File: src/rtl/regfile_init.sv
// -----------------------------------------------------------------------------
// regfile_init
//
// 32 x 32-bit integer register file (x0..x31) that clears itself after reset.
// Once reset is released, a clear sequence walks x1..x31 one per clock, writing
// zero everywhere except x2 (sp), which gets SP_INIT. When x31 has been
// written, the file reports ready and accepts ordinary writes from the
// write port. x0 always reads as zero and ignores writes.
//
// Only the sequencer (state + counter) is on the reset net; the storage array
// is not, which is why the clear sequence exists at all.
//
// Parameters
//   SP_INIT  value placed in x2 by the clear sequence
//   BYPASS   1: a write in flight is forwarded to a matching read port in the
//               same cycle (write-through); 0: reads show the stored value
//
// Ports
//   clk    in   1   clock, all state updates on the rising edge
//   rst_n  in   1   asynchronous active-low reset
//   rs1    in   5   read address, port A
//   rs2    in   5   read address, port B
//   rd     in   5   write address
//   wd     in  32   write data
//   we     in   1   write enable (ignored until ready)
//   rd1    out 32   read data, port A (zero while not ready)
//   rd2    out 32   read data, port B (zero while not ready)
//   ready  out  1   clear sequence complete, file usable
// -----------------------------------------------------------------------------
module regfile_init #(
    parameter logic [31:0] SP_INIT = 32'h0000_3FFC,
    parameter bit          BYPASS  = 1'b1
) (
    input  logic        clk,
    input  logic        rst_n,
    input  logic [4:0]  rs1,
    input  logic [4:0]  rs2,
    input  logic [4:0]  rd,
    input  logic [31:0] wd,
    input  logic        we,
    output logic [31:0] rd1,
    output logic [31:0] rd2,
    output logic        ready
);

    typedef enum logic {
        ST_CLEAR = 1'b0,
        ST_READY = 1'b1
    } state_e;

    localparam logic [4:0] LAST_REG = 5'd31;
    localparam logic [4:0] SP_REG   = 5'd2;

    state_e      state_q, state_d;
    logic [4:0]  cnt_q, cnt_d;

    // Single internal write port shared by the clear sequencer and the
    // external write port; which one owns it depends on the state.
    logic        mem_we;
    logic [4:0]  mem_waddr;
    logic [31:0] mem_wdata;

    logic [31:0] mem_q [0:31];

    logic        fwd_en;

    // -------------------------------------------------------------------------
    // Sequencer state register
    // -------------------------------------------------------------------------
    // NOTE: state uses non-blocking assignments so every flop samples the
    // pre-edge values, independent of block ordering in simulation.
    always_ff @(posedge clk or negedge rst_n) begin
        if (!rst_n) begin
            state_q <= ST_CLEAR;
            cnt_q   <= 5'd1;
        end else begin
            state_q <= state_d;
            cnt_q   <= cnt_d;
        end
    end

    // -------------------------------------------------------------------------
    // Next state and write-port arbitration
    // -------------------------------------------------------------------------
    // NOTE: every output of this block is given a default first, so no path
    // through the case leaves a signal unassigned and no latch is inferred.
    always_comb begin
        state_d   = state_q;
        cnt_d     = cnt_q;
        mem_we    = 1'b0;
        mem_waddr = cnt_q;
        mem_wdata = 32'h0;

        unique case (state_q)
            ST_CLEAR: begin
                // External writes are ignored here; the sequencer owns the port.
                mem_we    = 1'b1;
                mem_waddr = cnt_q;
                mem_wdata = (cnt_q == SP_REG) ? SP_INIT : 32'h0;
                // Hold the counter at x31 on the final edge instead of letting
                // it wrap to x0; the state change ends the sequence.
                if (cnt_q == LAST_REG) begin
                    state_d = ST_READY;
                end else begin
                    cnt_d = cnt_q + 5'd1;
                end
            end

            ST_READY: begin
                if (we && (rd != 5'd0)) begin
                    mem_we    = 1'b1;
                    mem_waddr = rd;
                    mem_wdata = wd;
                end
            end

            default: begin
                state_d = ST_CLEAR;
            end
        endcase
    end

    // -------------------------------------------------------------------------
    // Storage array
    // -------------------------------------------------------------------------
    // NOTE: the array is deliberately left off the reset net so it maps onto
    // plain flops/RAM without reset muxes; the clear sequence initialises it.
    // Entry 0 is never written and never read (reads of x0 are forced to 0).
    always_ff @(posedge clk) begin
        if (mem_we) begin
            mem_q[mem_waddr] <= mem_wdata;
        end
    end

    assign ready = (state_q == ST_READY);

    // Forwarding applies only to a write that will actually land this edge.
    assign fwd_en = BYPASS && ready && we && (rd != 5'd0);

    // -------------------------------------------------------------------------
    // Read port A
    // -------------------------------------------------------------------------
    always_comb begin
        rd1 = 32'h0;
        if (ready && (rs1 != 5'd0)) begin
            if (fwd_en && (rd == rs1)) begin
                rd1 = wd;
            end else begin
                rd1 = mem_q[rs1];
            end
        end
    end

    // -------------------------------------------------------------------------
    // Read port B
    // -------------------------------------------------------------------------
    always_comb begin
        rd2 = 32'h0;
        if (ready && (rs2 != 5'd0)) begin
            if (fwd_en && (rd == rs2)) begin
                rd2 = wd;
            end else begin
                rd2 = mem_q[rs2];
            end
        end
    end

endmodule

File: config.mk
export PLATFORM = sky130hd
export DESIGN_NAME = regfile_init
export DESIGN_NICKNAME = d
export VERILOG_FILES = /design/src/rtl/regfile_init.sv
export SDC_FILE = /design/constraint.sdc
export NUM_CORES = 1
export LEC_CHECK = 0
export CORE_MARGIN = 3
export CORE_UTILIZATION = 50
export CTS_CLUSTER_SIZE = 16
export DETAILED_ROUTE_END_ITERATION = 8
export PLACE_DENSITY = 0.72
export SLEW_MARGIN = 10
export SYNTH_ARGS = -nofsm -noshare
export SYNTH_HDL_FRONTEND = slang
export SYNTH_SLANG_ARGS = --single-unit
File: constraint.sdc
create_clock -name clk -period 8.8 [get_ports clk]
set_input_delay 2.2 -clock clk [delete_from_list [all_inputs] [get_ports clk]]
set_output_delay 2.2 -clock clk [all_outputs]
set_load 0.1 [all_outputs]
==> flow_metrics.env <==
export IMPL_status="finished clean"
export IMPL_layout_nets=2782
export IMPL_route_met3_wl_um=17800
export IMPL_synth_area_leaders="edfxtp_1 64%, mux4_2 18%, mux2i_1 5.3%, o22ai_1 2.4%, o221ai_1 2.3%"
export IMPL_cp_common_cell="buf_4"
export IMPL_synth_top_family_by_area="multiplexers"
export IMPL_worstPathCellList="buf_4, or2_2, o41ai_1, nor3_4, buf_4, a221o_1, buf_4"
export IMPL_clock_latency_ns=0.68
export IMPL_cp_start_kind="primary input"
export IMPL_place_area_um2=51300
export IMPL_root_buffer="clkbuf_16"
export IMPL_ant_nets=0
export IMPL_leakage_nw=18.7
export IMPL_synthTopCellsByCount="1024 x edfxtp_1, 386 x mux4_2, 256 x mux2i_1"
export IMPL_slew_headroom=0.0572
export IMPL_avgSynthCellArea_um2=18.2
export IMPL_numCtsBuffers=102
export IMPL_cts_setup_buffers=0
export IMPL_wl_met2_um=71100
export IMPL_cts_tree="done"
export IMPL_tightest_slew_ns=1.41
export IMPL_io_buffer_count=114
export IMPL_initial_core_util=0.506
export IMPL_vias=29812
export IMPL_grt_ovfl_total=0
export IMPL_num_rows=113
export IMPL_holdWs_ns=0.581
export IMPL_path_class="in -> out"
export IMPL_crit_slowest_cell="nor3_4"
export IMPL_post_route_cell_area_um2=54400
export IMPL_muxShareOfSynthArea=0.234
export IMPL_synthCells=2643
export IMPL_seqPwrFrac=0.501
export IMPL_worstPathRequired_ns=6.60
export IMPL_worst_endpoint_arrival_ns=5.72
export IMPL_p_clk_frac=0.378
export IMPL_netlist_area_leader_share=0.638
export IMPL_synth_area_um2=48200
export IMPL_htree_levels=3
export IMPL_pwr_share_comb=0.121
export IMPL_synthArstFlopShare=0.00583
export IMPL_slowest_delay_ns=1.10
export IMPL_max_freq_ghz=0.126
export IMPL_yosys_most_used_dff="edfxtp_1"
export IMPL_globalplace_congestion=0.869
export IMPL_viasPerCell=7.32
export IMPL_post_route_period_util=0.900
export IMPL_min_path_type="reg -> reg"
export IMPL_swShare=0.249
export IMPL_wire_per_inst_um=36.0
export IMPL_ctsHoldBuffers=0
export IMPL_cts_sinks=1030
export IMPL_synth_xor_area_frac=0.00236
export IMPL_ios=115
export IMPL_drive_gt1_frac=0.263
export IMPL_wl_um=147000
export IMPL_cp_end_kind="primary output"
export IMPL_clk_path_buf_depth=3
export IMPL_cts_resized=0
export IMPL_clk_pin_slew_worst_paths_ns=0.06
export IMPL_antenna_found_initial=2
export IMPL_hpwl_um=85700
export IMPL_drc=0
export IMPL_powerDensity_nw_per_um2=199
export IMPL_die_h_um=317
export IMPL_rsz0062_at_grt="false"
export IMPL_peakVddDrop_uv=136
export IMPL_fp_dieW_um=317
export IMPL_synth_simple_gate_area_frac=0.0253
export IMPL_fin_crit_ns=7.92
export IMPL_finalMaxSlewViolations=0
export IMPL_synth_edf_count=1024
export IMPL_ys_seq_area_frac=0.641
export IMPL_synth_distinct_cells=54
export IMPL_grt_pass1_vias=30645
export IMPL_grt_max_degree=111
export IMPL_grt_pass1_wl_um=211000
export IMPL_setup_viol=0
export IMPL_tns_ns=0
export IMPL_max_cap_violations=0
export IMPL_yosysMostFrequentCell="edfxtp_1"
export IMPL_ys_ff_latch=1030
export IMPL_synth_compound_area_frac=0.0722
export IMPL_syn_num_nets=2696
export IMPL_path_max_fanout=33
export IMPL_met1_length_um=49800
export IMPL_p_int_w=0.00812
export IMPL_power_total_w=0.0108
export IMPL_syn_to_final_growth_pct=12.8
export IMPL_drt_pass1_iter_count=6
export IMPL_rrSetupSlack_ns=4.17
export IMPL_die_area_um2=100000
export IMPL_highest_layer="met5"
export IMPL_drt_iter0_drc=4132
export IMPL_skew_ns=0.0204
export IMPL_synth_adder_area_share=0.000778
export IMPL_yosys_area_top_type="edfxtp_1"
export IMPL_grt_total_usage=0.294
export IMPL_ys_warn_count=0
export IMPL_fp_coreArea_um2=95300
export IMPL_switching_power_w=0.00269
export IMPL_final_hold_violation_count=0
-- power by group through the flow --
| stage | logic [W] | clock network (W) | registers (W) |
|---|---|---|---|
| after floorplan | 0.000842 | 0 | 0.00552 |
| after global placement | 0.00128 | 0 | 0.00552 |
| after detailed placement | 0.00129 | 0 | 0.00553 |
| after CTS | 0.00129 | 0.00411 | 0.00542 |
| after global routing | 0.00134 | 0.00431 | 0.00542 |
| final | 0.00131 | 0.00408 | 0.00542 |
-- layout by cell type, fill, tap and decap left out, drive strengths merged, types with 9 or more instances in the layout --
cell type / instances
o22ai: 182
mux2i: 256
a21o: 12
mux4: 386
nor2: 101
edfxtp: 1024
xnor2: 11
a221o: 62
a21oi: 67
inv: 9
clkinv: 42
clkbuf: 130
nor3: 69
nand2: 25
o221ai: 124
clkdlybuf4s50: 42
buf: 161
and2: 22
-- final cells by class --
cell class	count	area, µm²
fillers	6974	40900
flip-flops and latches	1030	30900
multi-input cells	1385	16500
clock buffers	130	2660
repair buffers	203	2380
well taps	1265	1580
clock inverters	50	389
inverters	7	26.3
diodes	1	2.50
-- through the flow --
stage,cells,utilization,setup WS [ns]
floorplan,2643,-,0.0908
CTS,4069,0.571,0.999
global placement,3889,0.539,1.04
global route,4070,0.571,0.909
detailed placement,3889,0.539,1.00
finish,4071,0.571,0.880
-- metal layers --
layer,global-route usage,up-vias
li1,-,11653
met1,0.381,15354
met2,0.473,2338
met3,0.0656,463
met4,0.149,4
met5,0,-
-- logic make-up (layout without fill, tap and decap cells) --
group | Yosys count | after routing
other cells | 0 | 1
fa+ha+maj | 3 | 3
xor+xnor | 13 | 13
simple gates | 254 | 254
flops | 1030 | 1030
compound gates | 471 | 471
mux | 644 | 644
buf+inv | 228 | 390
-- sequential cells by signal, indices dropped and copies added, names as in the netlist --
| name | flops |
|---|---|
| mem_q | 1024 |
| ready | 1 |
| cnt_q | 5 |
-- critical path: cells and delay by family --
kind,cells,cell delay (ns)
compound gates,2,0.51
buf+inv,3,1.22
simple gates,2,1.74
-- worst paths after layout --
kind                                from      endpoint  cells past startpoint
worst max-delay path              rs2[2]        rd2[3]                      7
worst min-delay path            cnt_q[0]      cnt_q[0]                      2
worst max register to register     ready  mem_q[16][2]                      7
worst min register to register  cnt_q[0]      cnt_q[0]                      2
max in group asynchronous          rst_n      cnt_q[0]                      1
min in group asynchronous          rst_n      cnt_q[1]                      1
No activity file was read; power rests on OpenSTA's default activity.
